### config.mk
export PLATFORM = sky130hd
export DESIGN_NAME = mips_multicycle_control
export DESIGN_NICKNAME = d
export VERILOG_FILES = /design/src/rtl/mips_ctrl_pkg.sv /design/src/rtl/mips_alu_decoder.sv /design/src/rtl/mips_multicycle_control.sv
export SDC_FILE = /design/constraint.sdc
export NUM_CORES = 1
export LEC_CHECK = 0
export CAP_MARGIN = 20
export CORE_MARGIN = 2
export CORE_UTILIZATION = 40
export CTS_CLUSTER_DIAMETER = 200
export CTS_CLUSTER_SIZE = 10
export DETAILED_ROUTE_END_ITERATION = 8
export PLACE_DENSITY = 0.81
export SKIP_LAST_GASP = 1
export SLEW_MARGIN = 10
export SYNTH_ARGS = -nofsm -noshare
export SYNTH_HDL_FRONTEND = slang
export SYNTH_SLANG_ARGS = --single-unit
### constraint.sdc
create_clock -name clk -period 3.55 [get_ports clk]
set_input_delay 0.71 -clock clk [delete_from_list [all_inputs] [get_ports clk]]
set_output_delay 0.71 -clock clk [all_outputs]
set_load 0.02 [all_outputs]
### src/rtl/mips_ctrl_pkg.sv
// Shared encodings for the multicycle MIPS control unit: FSM states, opcodes,
// funct codes, ALU control codes and datapath mux selects.
package mips_ctrl_pkg;

    typedef enum logic [3:0] {
        S_IDLE,
        S_FETCH,
        S_DECODE,
        S_MEMADR,
        S_MEMRD,
        S_MEMWB,
        S_MEMWR,
        S_RTEXEC,
        S_RTWB,
        S_ADDIEX,
        S_ADDIWB,
        S_BRANCH,
        S_JUMP,
        S_HALT
    } state_t;

    // Operation class handed to the ALU decoder.
    typedef enum logic [1:0] {
        ALUOP_ADD   = 2'd0,
        ALUOP_SUB   = 2'd1,
        ALUOP_FUNCT = 2'd2
    } alu_op_t;

    localparam logic [5:0] OP_RTYPE = 6'h00;
    localparam logic [5:0] OP_LW    = 6'h23;
    localparam logic [5:0] OP_SW    = 6'h2B;
    localparam logic [5:0] OP_BEQ   = 6'h04;
    localparam logic [5:0] OP_BNE   = 6'h05;
    localparam logic [5:0] OP_ADDI  = 6'h08;
    localparam logic [5:0] OP_J     = 6'h02;
    localparam logic [5:0] OP_HALT  = 6'h3F;

    localparam logic [5:0] FN_ADD = 6'h20;
    localparam logic [5:0] FN_SUB = 6'h22;
    localparam logic [5:0] FN_AND = 6'h24;
    localparam logic [5:0] FN_OR  = 6'h25;
    localparam logic [5:0] FN_SLT = 6'h2A;
    localparam logic [5:0] FN_SLL = 6'h00;
    localparam logic [5:0] FN_SRL = 6'h02;

    localparam logic [3:0] ALU_AND = 4'd0;
    localparam logic [3:0] ALU_OR  = 4'd1;
    localparam logic [3:0] ALU_ADD = 4'd2;
    localparam logic [3:0] ALU_SUB = 4'd6;
    localparam logic [3:0] ALU_SLT = 4'd7;
    localparam logic [3:0] ALU_SLL = 4'd8;
    localparam logic [3:0] ALU_SRL = 4'd9;

    localparam logic [1:0] SRCB_B     = 2'd0;
    localparam logic [1:0] SRCB_ONE   = 2'd1;
    localparam logic [1:0] SRCB_IMM   = 2'd2;
    localparam logic [1:0] SRCB_SHAMT = 2'd3;

    localparam logic [1:0] PCSRC_ALU    = 2'd0;
    localparam logic [1:0] PCSRC_ALUOUT = 2'd1;
    localparam logic [1:0] PCSRC_JUMP   = 2'd2;

    // Shifts take their second operand from the shamt field instead of B.
    function automatic logic is_shift(input logic [5:0] funct);
        return (funct == FN_SLL) || (funct == FN_SRL);
    endfunction

endpackage

### src/rtl/mips_alu_decoder.sv
// Combinational ALU control decode: fixed ADD/SUB classes or funct-driven
// R-type operations, flagging any funct the datapath cannot execute.
module mips_alu_decoder
    import mips_ctrl_pkg::*;
#(
    parameter int ALU_CTRL_W = 4
) (
    input  logic [5:0]            funct,
    input  logic [1:0]            alu_op,
    output logic [ALU_CTRL_W-1:0] alu_control,
    output logic                  funct_illegal
);

    always_comb begin
        alu_control   = ALU_CTRL_W'(ALU_ADD);
        funct_illegal = 1'b0;
        case (alu_op)
            ALUOP_ADD: alu_control = ALU_CTRL_W'(ALU_ADD);
            ALUOP_SUB: alu_control = ALU_CTRL_W'(ALU_SUB);
            ALUOP_FUNCT: begin
                case (funct)
                    FN_ADD:  alu_control = ALU_CTRL_W'(ALU_ADD);
                    FN_SUB:  alu_control = ALU_CTRL_W'(ALU_SUB);
                    FN_AND:  alu_control = ALU_CTRL_W'(ALU_AND);
                    FN_OR:   alu_control = ALU_CTRL_W'(ALU_OR);
                    FN_SLT:  alu_control = ALU_CTRL_W'(ALU_SLT);
                    FN_SLL:  alu_control = ALU_CTRL_W'(ALU_SLL);
                    FN_SRL:  alu_control = ALU_CTRL_W'(ALU_SRL);
                    default: begin
                        alu_control   = '0;
                        funct_illegal = 1'b1;
                    end
                endcase
            end
            default: alu_control = ALU_CTRL_W'(ALU_ADD);
        endcase
    end

endmodule

### src/rtl/mips_multicycle_control.sv
// Multicycle MIPS control FSM: sequences fetch/decode/execute/memory/writeback
// with configurable memory wait states, start/halt handshake and opcode traps.
module mips_multicycle_control
    import mips_ctrl_pkg::*;
#(
    parameter int WORD_LENGTH = 32,
    parameter int MEM_WAIT    = 0,
    parameter int ALU_CTRL_W  = 4
) (
    input  logic                  clk,
    input  logic                  reset,
    input  logic                  start,
    input  logic [5:0]            Opcode,
    input  logic [5:0]            Funct,
    input  logic                  Zero,
    output logic                  PCen,
    output logic                  IorD,
    output logic                  MemWrite,
    output logic                  IRWrite,
    output logic                  DRWrite,
    output logic                  RegDst,
    output logic                  MemtoReg,
    output logic                  RegWrite,
    output logic                  ALUSrcA,
    output logic [1:0]            ALUSrcB,
    output logic [ALU_CTRL_W-1:0] ALUControl,
    output logic                  ALU_en,
    output logic [1:0]            PCSrc,
    output logic                  busy,
    output logic                  halted,
    output logic                  illegal
);

    // The jump target {PC[31:26], Instr[25:0]} needs at least a 32-bit PC.
    if (WORD_LENGTH < 32) begin : g_word_length_check
        $error("mips_multicycle_control: WORD_LENGTH must be at least 32");
    end
    if ((MEM_WAIT < 0) || (MEM_WAIT > 7)) begin : g_mem_wait_check
        $error("mips_multicycle_control: MEM_WAIT must be in 0..7");
    end

    localparam logic [2:0] WAIT_LOAD = 3'(MEM_WAIT);

    state_t                state;
    state_t                state_next;
    logic [2:0]            wait_cnt;
    logic                  wait_done;
    logic                  enter_wait;
    logic                  set_illegal;
    logic                  clear_illegal;
    logic [1:0]            alu_op;
    logic                  alu_use;
    logic [ALU_CTRL_W-1:0] dec_alu_control;
    logic                  funct_illegal;

    assign wait_done = (wait_cnt == 3'd0);

    assign alu_op = (state == S_RTEXEC) ? ALUOP_FUNCT :
                    (state == S_BRANCH) ? ALUOP_SUB   : ALUOP_ADD;

    mips_alu_decoder #(
        .ALU_CTRL_W (ALU_CTRL_W)
    ) u_alu_decoder (
        .funct         (Funct),
        .alu_op        (alu_op),
        .alu_control   (dec_alu_control),
        .funct_illegal (funct_illegal)
    );

    always_comb begin
        state_next    = state;
        set_illegal   = 1'b0;
        clear_illegal = 1'b0;
        case (state)
            S_IDLE, S_HALT: begin
                if (start) begin
                    state_next    = S_FETCH;
                    clear_illegal = 1'b1;
                end
            end
            S_FETCH:  if (wait_done) state_next = S_DECODE;
            S_DECODE: begin
                case (Opcode)
                    OP_RTYPE:      state_next = S_RTEXEC;
                    OP_LW, OP_SW:  state_next = S_MEMADR;
                    OP_ADDI:       state_next = S_ADDIEX;
                    OP_BEQ, OP_BNE: state_next = S_BRANCH;
                    OP_J:          state_next = S_JUMP;
                    OP_HALT:       state_next = S_HALT;
                    default: begin
                        state_next  = S_HALT;
                        set_illegal = 1'b1;
                    end
                endcase
            end
            S_MEMADR: state_next = (Opcode == OP_SW) ? S_MEMWR : S_MEMRD;
            S_MEMRD:  if (wait_done) state_next = S_MEMWB;
            S_RTEXEC: begin
                if (funct_illegal) begin
                    state_next  = S_HALT;
                    set_illegal = 1'b1;
                end else begin
                    state_next = S_RTWB;
                end
            end
            S_ADDIEX: state_next = S_ADDIWB;
            S_MEMWB, S_MEMWR, S_RTWB, S_ADDIWB, S_BRANCH, S_JUMP:
                state_next = S_FETCH;
            default:  state_next = S_IDLE;
        endcase
    end

    // The wait counter reloads whenever FETCH or MEMRD is freshly entered.
    assign enter_wait = ((state_next == S_FETCH) && (state != S_FETCH)) ||
                        ((state_next == S_MEMRD) && (state != S_MEMRD));

    always_ff @(posedge clk or negedge reset) begin
        if (!reset) begin
            state    <= S_IDLE;
            wait_cnt <= 3'd0;
            illegal  <= 1'b0;
        end else begin
            state <= state_next;
            if (enter_wait) begin
                wait_cnt <= WAIT_LOAD;
            end else if (((state == S_FETCH) || (state == S_MEMRD)) && !wait_done) begin
                wait_cnt <= wait_cnt - 3'd1;
            end
            if (clear_illegal) begin
                illegal <= 1'b0;
            end else if (set_illegal) begin
                illegal <= 1'b1;
            end
        end
    end

    always_comb begin
        PCen     = 1'b0;
        IorD     = 1'b0;
        MemWrite = 1'b0;
        IRWrite  = 1'b0;
        DRWrite  = 1'b0;
        RegDst   = 1'b0;
        MemtoReg = 1'b0;
        RegWrite = 1'b0;
        ALUSrcA  = 1'b0;
        ALUSrcB  = SRCB_B;
        ALU_en   = 1'b0;
        PCSrc    = PCSRC_ALU;
        alu_use  = 1'b0;
        case (state)
            S_FETCH: begin
                ALUSrcB = SRCB_ONE;
                alu_use = 1'b1;
                IRWrite = wait_done;
                PCen    = wait_done;
            end
            S_DECODE: begin
                ALUSrcB = SRCB_IMM;
                alu_use = 1'b1;
                ALU_en  = 1'b1;
            end
            S_MEMADR, S_ADDIEX: begin
                ALUSrcA = 1'b1;
                ALUSrcB = SRCB_IMM;
                alu_use = 1'b1;
                ALU_en  = 1'b1;
            end
            S_MEMRD: begin
                IorD    = 1'b1;
                DRWrite = wait_done;
            end
            S_MEMWB: begin
                MemtoReg = 1'b1;
                RegWrite = 1'b1;
            end
            S_MEMWR: begin
                IorD     = 1'b1;
                MemWrite = 1'b1;
            end
            S_RTEXEC: begin
                ALUSrcA = 1'b1;
                ALUSrcB = is_shift(Funct) ? SRCB_SHAMT : SRCB_B;
                alu_use = 1'b1;
                ALU_en  = 1'b1;
            end
            S_RTWB: begin
                RegDst   = 1'b1;
                RegWrite = 1'b1;
            end
            S_ADDIWB: RegWrite = 1'b1;
            S_BRANCH: begin
                // Only Mealy output: the branch condition comes straight from Zero.
                ALUSrcA = 1'b1;
                alu_use = 1'b1;
                PCSrc   = PCSRC_ALUOUT;
                PCen    = (Opcode == OP_BNE) ? !Zero : Zero;
            end
            S_JUMP: begin
                PCSrc = PCSRC_JUMP;
                PCen  = 1'b1;
            end
            default: ;
        endcase
    end

    assign ALUControl = alu_use ? dec_alu_control : '0;
    assign busy       = (state != S_IDLE) && (state != S_HALT);
    assign halted     = (state == S_HALT);

endmodule

# Word-level counts from Yosys, hierarchy flattened
# Index checks and enable logic that the tools add are counted.
# W data, S select, Z words.
[totals] regBits=8 latch_bits=0 mem_bits_rw=0 rom_bits=0 in_bits=16 out_inout_bits=21 mem_count=0
[op_classes] n_addsub=1 mul=0 div_mod_pow=0 magnitude_cmp=0 n_eq_ne=33 shift=0 mux=38 bitwise=0 n_reduce_logical=28
[ops] cell="$eq A6 B6 Y1 const B" count=8
[ops] cell="$pmux W4 S8" count=1
[ops] cell="$eq A4 B4 Y1 const B" count=6
[ops] cell="$pmux W4 S6" count=1
[ops] cell="$eq A4 B3 Y1 const B" count=5
[ops] cell="$mux W1" count=20
[ops] cell="$pmux W4 S5" count=1
[ops] cell="$mux W4" count=4
[ops] cell="$eq A6 B2 Y1 const B" count=2
[ops] cell="$eq A6 B3 Y1 const B" count=2
[ops] cell="$logic_not A6 Y1" count=2
[ops] cell="$reduce_or A6 Y1" count=2
[ops] cell="$mux W3" count=3
[ops] cell="$eq A4 B1 Y1 const B" count=2
[ops] cell="$eq A4 B2 Y1 const B" count=2
[ops] cell="$pmux W4 S2" count=1
[ops] cell="$reduce_or A2 Y1" count=4
[ops] cell="$reduce_or A4 Y1" count=2
[ops] cell="$reduce_or A8 Y1" count=1
[ops] cell="$reduce_or A7 Y1" count=1
[ops] cell="$eq A6 B4 Y1 const B" count=1
[ops] cell="$mux W2" count=3
[ops] cell="$pmux W2 S3" count=1
[ops] cell="$reduce_or A3 Y1" count=2
[ops] cell="other kinds (16)" count=23

# Longest topological paths before layout
# Gate-level depths: netlist (run 1).
[logic_depth] word_depth=11 ltp_mapped=7 ltp_nobuf=7

# Cells and area by module
# Synthesis (run 1) repeated with hierarchy kept, for this count alone.
[unflattened] cells_unflattened=163 area_unflattened_um2=1153.6
[by_module_without_submodules] module="mips_multicycle_control" instances=1 cells_per_inst=143 area_per_inst_um2=982.2
[by_module_without_submodules] module="mips_alu_decoder" instances=1 cells_per_inst=20 area_per_inst_um2=171.4

# Worst setup path after synthesis (run 1)
# Ideal clock, no wire load.
[synth_timing] kind="input to output" startpoint="input Opcode[5]" endpoint="output PCen" t_arrival_ns=1.934 required_time_ns=2.840 setup_slack_ns=0.906 stages=5 path_buffers=0 path_cell_list="or4b_1 -> nor3b_1 -> xnor2_1 -> o21ai_0 -> a21o_1"
[synth_via] elab_chain_cells=3
[synth_lines] element="from (decl)" line="mips_multicycle_control.sv:13" rtl="input logic [5:0] Opcode,"
[synth_lines] element="$eq A6 B3 Y1" line="mips_multicycle_control.sv:197" rtl="PCen = (Opcode == OP_BNE) ? !Zero : Zero;"
[synth_lines] element="$mux W1" line="mips_multicycle_control.sv:197"
[synth_lines] element="$pmux W1 S3" line="mips_multicycle_control.sv:151" rtl="case (state)"
[synth_lines] element="to (decl)" line="mips_multicycle_control.sv:16" rtl="output logic PCen,"
# Every way passes these cells.

# Worst setup path after layout (run 1)
# Ends and elaborated chain as after synthesis.

==> flow_summary.toml, run 1 <==
[placed_design]
globalplace.congestion = 0.862
numPortBuffers = 36
dp_hpwl_um = 2330

[synth]
yosysUniqueCellTypes = 44
synth_nets = 155
netlist_area_mm2 = 0.00102
synth_warnings = 0
async_flop_share_pct = 100
ys_seq_elements = 8
ys_seq_area_share_pct = 19.7
yosys.area.top_type_share_pct = 19.7
synthFlopType = "dfrtp_1"
syn_area_per_cell_um2 = 7.43
synth_top_area_cell = "dfrtp_1"
synth_edf_count = 0
syn_inst = 137
synth.area.top_cells = "dfrtp_1, nor2_1, a21oi_1"

[setup_path]
rr_worst_depth = 6
rrSetupSlack_ns = 1.42
crit_end = "PCen"
crit_start = "Opcode[5]"
reg2reg_to = "wait_cnt[0]"
critical_path_class = "input pin to output pin"
end_kind = "output pin"
start_kind = "input pin"
critical_path_arrival_ns = 2.70
r2r-start = "state[0]"
worstPathCellList = "clkdlybuf4s50_1 -> or4b_1 -> nor3b_2 -> xnor2_1 -> o21ai_0 -> a21o_1 -> dlygate4sd2_1"
cp_slowest_cell = "or4b_1"
critical_path_required_ns = 2.84
crit_fanout = 2
slowest_delay_ns = 0.59

[clock_network]
clock_sinks = 8
post-cts-setup-buffers = 0
cts_buffers = 3
clk_pin_slew_ns = 0.05
cts_buffer_depth = 2
cts_tree = "yes"
insertion_delay_ns = 0.26
cts.root.buffer_cell = "clkbuf_4"
ctsHoldBuffers = 0
htreeDepth = 1
cts_resized = 2

[grt]
grt_usage_pct = 23.3
grt_start_max_net_pins = 20
grt_overflow = 0
grt_pass1_vias = 1156
antenna_found_initial = 0
grt_pass1_wl_um = 5200

[cells_and_area]
final_net_count = 196
drive_above_1_share_pct = 11.4
final_common_cell = "clkdlybuf4s50_1"
post-route-util_pct = 59.4
diodes = 0
area_growth_pct = 43.2
final_cell_mix = "clkdlybuf4s50_1, nor2_1, a21oi_1"

[detailed_routing]
dr.first_iter.drc_count = 38
ant_nets = 0
vias_per_cell = 5.91
drt-total-wl_um = 3020
dr.pass1.iters = 4
vias = 1218
wl_per_cell_um = 14.7
drc = 0

[timing]
fin_worst_skew_ns = 0.00439
slew_headroom_pct = 66.5
fin_setup_tns_ns = 0
finalCriticalPeriod_ns = 3.41
worstMarginPinSlew_ns = 0.502
fmax_mhz = 293
setup_violations = 0
rsz0062_at_grt = "false"
post-route-period-util_pct = 96.0
drv_slew = 0
hold_violations = 0

[floorplanning]
rows = 18
coreArea_mm2 = 0.00245
chipHeight_um = 54.5
io_pins = 37
die-width_um = 54.5
die-area_mm2 = 0.00297
initial_core_util_pct = 41.5

[job]
cap_violations = 0

[pwr]
p_leak_nw = 0.557
vdd_ir_drop_max_v = 0.000437
finalPower_mw = 1.01
powerDensity_mw_per_mm2 = 694

[status]
status = "complete, no violations"

[min_path]
min_path_type = "register to register"
## sequential cells by signal (all words and copies together), names as in the netlist
name	flops
wait_cnt	3
state	4
illegal	1
## through the flow
| step | setup WS, ns | std cells | hold WS (ns) | cell area, µm² |
|---|---|---|---|---|
| final | 0.140 | 206 | 0.574 | 1460 |
| after global routing | 0.0445 | 206 | 0.607 | 1460 |
| after CTS | 0.169 | 206 | 0.581 | 1460 |
| after detailed placement | -0.113 | 203 | 0.570 | 1430 |
| after global placement | -0.0804 | 203 | 0.557 | 1430 |
| after floorplan | 0.906 | 137 | 0.414 | 1020 |
## routing by layer
| layer | vias up | part of all wire (%) | GRT usage (%) |
|---|---|---|---|
| met4 | 0 | 0.63 | 5.42 |
| met2 | 59 | 47 | 39.4 |
| li1 | 595 | - | - |
| met5 | - | 0 | 0 |
| met3 | 3 | 8.5 | 3.28 |
| met1 | 561 | 44 | 31.1 |
## report_power, final
group | internal [mW] | switching [mW] | leakage (nW)
Combinational | 0.341 | 0.416 | 0.439
Clock | 0.0388 | 0.0331 | 0.0138
Sequential | 0.125 | 0.0578 | 0.104
Total | 0.505 | 0.507 | 0.557
## synthesized netlist by cell type, drive strengths merged (2+ instances only)
cell type	number
nor2	14
nand2b	6
or4	4
nand2	6
nand3	4
ha	2
o211ai	2
a21o	3
o211a	2
or3	4
nor3	6
inv	8
clkbuf	3
or2	3
a21oi	9
o2111ai	2
o21bai	2
buf	4
or4b	3
a211oi	2
xnor2	5
nand4b	2
o22ai	5
a31oi	4
dfrtp	8
o21ai	5
nor2b	4
nor3b	4
nand3b	2
## area by class of cell
class / instances / area (µm²)
Clock buffer: 3 / 22.5
Fill cell: 221 / 996
Inverter: 8 / 30.0
Multi-Input combinational cell: 114 / 757
Sequential cell: 8 / 200
Tap cell: 30 / 37.5
Timing Repair Buffer: 43 / 412
## worst max-delay path: cells and delay by family
family	cells	cell delay, ns
buffers and inverters	2	0.73
and+or+nand+nor	2	0.84
AOI/OAI and AO/OA	2	0.27
xor gates and xnor gates	1	0.14
## worst min-delay path by stage
stage / to / start / cells after the start / slack [ns]
after floorplan: illegal / reset / 0 / 0.41
after global placement: wait_cnt[1] / wait_cnt[1] / 2 / 0.56
after detailed placement: wait_cnt[2] / wait_cnt[2] / 2 / 0.57
after CTS: wait_cnt[1] / wait_cnt[1] / 2 / 0.58
after global routing: wait_cnt[2] / wait_cnt[2] / 2 / 0.61
final: wait_cnt[1] / wait_cnt[1] / 2 / 0.57
## logic make-up (layout without fill, tap and decap cells)
kind of cell             after synthesis  after routing  share of synthesized area [%]
buffers and inverters                 15             54                           6.51
adder cells (fa/ha/maj)                2              2                           2.46
AND/OR/NAND/NOR                       66             66                           38.5
flip-flops                             8              8                           19.7
XOR/XNOR                               5              5                           4.30
AO/OA/AOI/OAI                         41             41                           28.6
No activity file was read; power rests on OpenSTA's default activity.
==> run 2, diff against run 1 <==
--- a/config.mk
+++ b/config.mk
@@ -11,9 +11,10 @@
 export CTS_CLUSTER_DIAMETER = 200
 export CTS_CLUSTER_SIZE = 10
 export DETAILED_ROUTE_END_ITERATION = 8
-export PLACE_DENSITY = 0.81
+export PLACE_DENSITY = 0.79
 export SKIP_LAST_GASP = 1
 export SLEW_MARGIN = 10
 export SYNTH_ARGS = -nofsm -noshare
 export SYNTH_HDL_FRONTEND = slang
+export SYNTH_HIERARCHICAL = 1
 export SYNTH_SLANG_ARGS = --single-unit
==> constraint.sdc (replaced) <==
create_clock -name clk -period 3.55 [get_ports clk]
set_input_delay 1.065 -clock clk [delete_from_list [all_inputs] [get_ports clk]]
set_output_delay 1.065 -clock clk [all_outputs]
set_load 0.02 [all_outputs]
==> run 2 against run 1 <==
Effect of this change: fmax fell by 1.7%; wire length rose by 13%; clock-buffer cell count did not move; core utilization increased by 2.7 points; non-clock buffer count rose by 16; final cell count rose by 19%; highest routed layer unchanged.
==> flow_summary.toml, run 2 <==
[synth]
synth_nets = 183
synthFlopType = "dfrtp_1"
synth_warnings = 6
ys_seq_area_share_pct = 17.4
async_flop_share_pct = 100
ys_seq_elements = 8
netlist_area_mm2 = 0.00115
syn_area_per_cell_um2 = 7.08
syn_inst = 163
yosysUniqueCellTypes = 51
synth.area.top_cells = "dfrtp_1, nand2b_1, nor2_1"
ys_top_cells_by_count = "nor2_1, nand2_1, nand2b_1, a21oi_1, nand3_1"
synth_edf_count = 0
yosysMostFrequentCell = "nor2_1"
synth_top_area_cell = "dfrtp_1"
yosys.area.top_type_share_pct = 17.4

[detailed_routing]
vias_per_cell = 5.73
wl_per_cell_um = 13.9
drc = 0
dr.first_iter.drc_count = 52
ant_nets = 0
vias = 1409
drt-total-wl_um = 3410
dr.pass1.iters = 4

[setup_path]
end_kind = "output pin"
crit_fanout = 4
start_kind = "input pin"
critical_path_class = "input pin to output pin"
critical_path_required_ns = 2.48
rrSetupSlack_ns = 0.79
critical_path_arrival_ns = 2.40

[status]
status = "complete, no violations"

[min_path]
min_path_type = "register to register"

[grt]
antenna_found_initial = 0
grt_usage_pct = 20.8
grt_pass1_vias = 1327
grt_pass1_wl_um = 5650
grt_start_max_net_pins = 30
grt_overflow = 0

[job]
cap_violations = 0

[clock_network]
cts.root.buffer_cell = "clkbuf_4"
ctsHoldBuffers = 0
cts_buffer_depth = 2
clk_pin_slew_ns = 0.05
cts_tree = "yes"
htreeDepth = 1
insertion_delay_ns = 0.25
clock_sinks = 8
cts_buffers = 3

[cells_and_area]
top_regs = "state x4, wait_cnt x3, illegal x1"
area_growth_pct = 48.6
design_area_mm2 = 0.00171
largest_reg_flops = 4
diodes = 0
final_cell_mix = "clkdlybuf4s50_1, buf_4, nor2_1"
top_register = "state"
final_common_cell = "clkdlybuf4s50_1"
drive_above_1_share_pct = 20.9
stdcell_count = 246
final_net_count = 237

[floorplanning]
chipHeight_um = 57.7
die-width_um = 57.7
initial_core_util_pct = 41.8
coreArea_mm2 = 0.00276
io_pins = 37
die-area_mm2 = 0.00333
rows = 19

[timing]
rsz0062_at_grt = "false"
fin_worst_skew_ns = 0.00112
fin_hold_ws_ns = 0.567
post-route-period-util_pct = 97.7
slew_headroom_pct = 55.5
finalCriticalPeriod_ns = 3.47
hold_violations = 0
worstMarginPinSlew_ns = 0.659
fmax_mhz = 288
drv_slew = 0
setup_violations = 0

[placed_design]
placed_cell_area_mm2 = 0.00167
dp.cells = 242
numPortBuffers = 36
dp_hpwl_um = 2740
globalplace.congestion = 0.832

[pwr]
power_frac_seq_pct = 13.2
finalPower_mw = 1.05
p_switching_mw = 0.534
powerDensity_mw_per_mm2 = 615
pwr-share-clk_pct = 6.7
intPower_mw = 0.521
p_leak_nw = 0.704
switching_share_pct = 50.6
vdd_ir_drop_max_v = 0.000442
combPwrFrac_pct = 80.2
-- run 2: cell types whose count changed after synthesis, moves of 3 or more --
cell      change
nand3_1       +5
o21ai_0       -4
or3_1         -3
and2_1        +3
o21ai_1       +5
nand2_1       +9
nor2_1        +5
nand2b_1      +6
clkbuf_1      +5
o22ai_1       -3
or2_2         -3
-- run 2: area by class of cell --
cell class | count | area, µm²
flip-flops and latches | 8 | 200
multi-input cells | 136 | 895
clock buffers | 3 | 22.5
well taps | 31 | 38.8
fillers | 243 | 1040
repair buffers | 59 | 524
inverters | 9 | 33.8
-- run 2: kinds of logic after synthesis --
kind of cell    Yosys count  share of synthesized area (%)
simple gates             85                           41.4
mux                       2                           2.17
buf+inv                  19                           6.94
xor+xnor                  5                           3.80
flops                     8                           17.4
compound gates           40                           24.0
fa+ha+maj                 4                           4.34
-- run 2: metal layers --
layer,routed length (µm),GRT usage (%)
met5,0,0
met4,42,6.31
met3,200,1.56
met2,1790,38.6
met1,1390,25.4
-- run 2: power by group through the flow --
stage	clock network (mW)	logic, mW	registers (mW)
3_3_place_gp	0	0.819	0.138
3_5_place_dp	0	0.838	0.139
2_1_floorplan	0	0.531	0.133
5_1_grt	0.0731	0.909	0.143
6_report	0.0703	0.846	0.139
4_1_cts	0.0705	0.839	0.138
-- run 2: final timing paths --
kind	cells past startpoint	start	end
max	6	Funct[2]	ALUControl[1]
min	2	illegal	illegal
max reg2reg	13	state[2]	wait_cnt[1]
min reg2reg	2	illegal	illegal
max in group asynchronous	1	reset	wait_cnt[0]
min in group asynchronous	1	reset	state[3]
-- run 2: what timing repair did --
item	CTS	global route
setup endpoints to repair	7	3
buffers inserted	1	0
pin swaps	7	2
hold endpoints to repair	0	0
cloned	0	0
resized for setup	41	2
-- run 2: critical path, stage by stage --
cell,delay [ns]
dlygate4sd2_1,0.24
buf_4,0.15
nor4b_4,0.34
a311o_1,0.21
and2_1,0.12
clkdlybuf4s15_2,0.26
-- run 2: through the flow --
| step | TNS, ns | worst slack, ns | utilization [%] |
|---|---|---|---|
| finish | 0 | 0.0801 | 62.2 |
| global route | 0 | 0.000319 | 62.2 |
| CTS | -0.0790 | -0.0790 | 62.0 |
| detailed placement | -3.38 | -0.585 | 60.6 |
| global placement | -3.05 | -0.549 | 60.6 |
| floorplan | 0 | 0.364 | - |
==> run 3, diff against run 2 <==
--- a/config.mk
+++ b/config.mk
@@ -11,10 +11,9 @@
 export CTS_CLUSTER_DIAMETER = 200
 export CTS_CLUSTER_SIZE = 10
 export DETAILED_ROUTE_END_ITERATION = 8
-export PLACE_DENSITY = 0.79
+export PLACE_DENSITY = 0.81
 export SKIP_LAST_GASP = 1
 export SLEW_MARGIN = 10
 export SYNTH_ARGS = -nofsm -noshare
 export SYNTH_HDL_FRONTEND = slang
-export SYNTH_HIERARCHICAL = 1
 export SYNTH_SLANG_ARGS = --single-unit
==> run 3 against run 2 <==
Effect of this change: via count is 10% lower; final cell count is 13% lower; sequential share of layout area is 1.3 points higher.
==> flow_summary.toml, run 3 (synthesized netlist as in run 1, its figures left out) <==
[clock_network]
cts_buffer_depth = 2
htreeDepth = 1
clk_pin_slew_ns = 0.06
ctsHoldBuffers = 0
post-cts-setup-buffers = 0
cts_tree = "yes"
clock_sinks = 8
cts_buffers = 3
cts.root.buffer_cell = "clkbuf_4"
insertion_delay_ns = 0.26

[setup_path]
critical_path_class = "input pin to output pin"
worstPathCellList = "dlymetal6s2s_1 -> or4b_4 -> nor3b_4 -> xnor2_1 -> o21ai_1 -> a21o_1 -> buf_6"
crit_fanout = 2
start_kind = "input pin"
slowest_delay_ns = 0.56
end_kind = "output pin"
cp_slowest_cell = "or4b_4"
critical_path_arrival_ns = 2.48
critical_path_required_ns = 2.48

[detailed_routing]
ant_nets = 0
vias_per_cell = 5.92
vias = 1267
dr.pass1.iters = 4
dr.first_iter.drc_count = 36
drc = 0
drt-total-wl_um = 3130
wl_per_cell_um = 14.6

[floorplanning]
chipHeight_um = 54.5
io_pins = 37
die-area_mm2 = 0.00297
coreArea_mm2 = 0.00245
initial_core_util_pct = 41.5
rows = 18
die-width_um = 54.5

[cells_and_area]
diodes = 0
area_growth_pct = 51.8
final_common_cell = "clkdlybuf4s50_1"
final_cell_mix = "clkdlybuf4s50_1, buf_4, nor2_1"
top_regs = "state x4, wait_cnt x3, illegal x1"
drive_above_1_share_pct = 21.7
top_register = "state"
final_net_count = 204
post-route-util_pct = 63.0
stdcell_count = 214
design_area_mm2 = 0.00155
n_fill_cell = 206
largest_reg_flops = 4

[timing]
hold_violations = 0
fmax_mhz = 282
drv_slew = 0
fin_worst_skew_ns = 0.00719
setup_slack_ns = 0.00329
worstMarginPinSlew_ns = 0.481
post-route-period-util_pct = 99.9
slew_headroom_pct = 67.9
rsz0062_at_grt = "true"
setup_violations = 0
finalCriticalPeriod_ns = 3.55

[placed_design]
numPortBuffers = 36
globalplace.congestion = 0.869
dp.cells = 211
dp_hpwl_um = 2360
pre_cts_slack_ns = -0.804
placed_cell_area_mm2 = 0.00149

[grt]
antenna_found_initial = 0
grt_overflow = 0
grt_pass1_wl_um = 5230
grt_start_max_net_pins = 20
grt_pass1_vias = 1162
grt_usage_pct = 23.9

[status]
status = "complete, no violations"

[pwr]
p_leak_nw = 0.666
vdd_ir_drop_max_v = 0.000528
powerDensity_mw_per_mm2 = 663

[min_path]
min_path_type = "register to register"

[job]
cap_violations = 0
[run 3: changes by cell type in the layout (fill, tap and decap cells not counted), moves of 4 or more]
cell	before	now
buf_4	23	16
nand2_1	15	6
nand2b_1	12	6
nand3_1	9	4
nor2_1	18	13
o21ai_1	5	1
[run 3: path summary, 6_finish.rpt]
kind / from / end / slack, ns / cells past startpoint
max: Opcode[3] / PCen / 0.003 / 7
min: wait_cnt[2] / wait_cnt[2] / 0.57 / 2
max reg2reg: state[0] / wait_cnt[0] / 1.38 / 6
min reg2reg: wait_cnt[2] / wait_cnt[2] / 0.57 / 2
max in group asynchronous: reset / wait_cnt[0] / 2.20 / 1
min in group asynchronous: reset / state[1] / 1.08 / 1
[run 3: worst max-delay path, delay by kind of cell]
family / cells / cell delay, ns
simple gates: 2 / 0.77
buf+inv: 2 / 0.27
compound gates: 2 / 0.24
xor+xnor: 1 / 0.13
[run 3: what timing repair did]
| action | 4_1_cts | 5_1_grt |
|---|---|---|
| setup endpoints to repair | 7 | 6 |
| gates cloned | 0 | 0 |
| pin swaps | 3 | 7 |
| endpoints found under the hold margin | 0 | 0 |
| resized for setup | 27 | 18 |
[run 3: final cells by class]
class	count	area, µm²	area share, %
Clock buffer	3	22.5	1.46
Inverter	8	30.0	1.94
Multi-Input combinational cell	114	795	51.4
Sequential cell	8	200	12.9
Tap cell	30	37.5	2.43
Timing Repair Buffer	51	462	29.9
[run 3: power by group]
| group | internal (mW) | switching [mW] | total [mW] |
|---|---|---|---|
| clock network | 0.0388 | 0.0325 | 0.0713 |
| logic | 0.345 | 0.427 | 0.772 |
| registers | 0.125 | 0.0563 | 0.181 |
[run 3: stage by stage]
step / power (mW) / setup TNS, ns / hold slack, ns
6_report: 1.02 / 0 / 0.571
3_5_place_dp: 0.948 / -2.46 / 0.557
2_1_floorplan: 0.677 / 0 / 0.532
4_1_cts: 1.01 / -0.276 / 0.569
3_3_place_gp: 0.934 / -2.41 / 0.557
5_1_grt: 1.12 / -0.0734 / 0.596
[run 3: per-layer routing]
layer | GRT usage (%) | wire length (µm) | part of all wire, % | vias to the layer above
met5 | 0 | 0 | 0 | -
li1 | - | - | - | 611
met1 | 31.4 | 1390 | 44 | 572
met4 | 7.92 | 34 | 1.1 | 0
met3 | 6.28 | 303 | 9.7 | 4
met2 | 37.8 | 1400 | 45 | 80
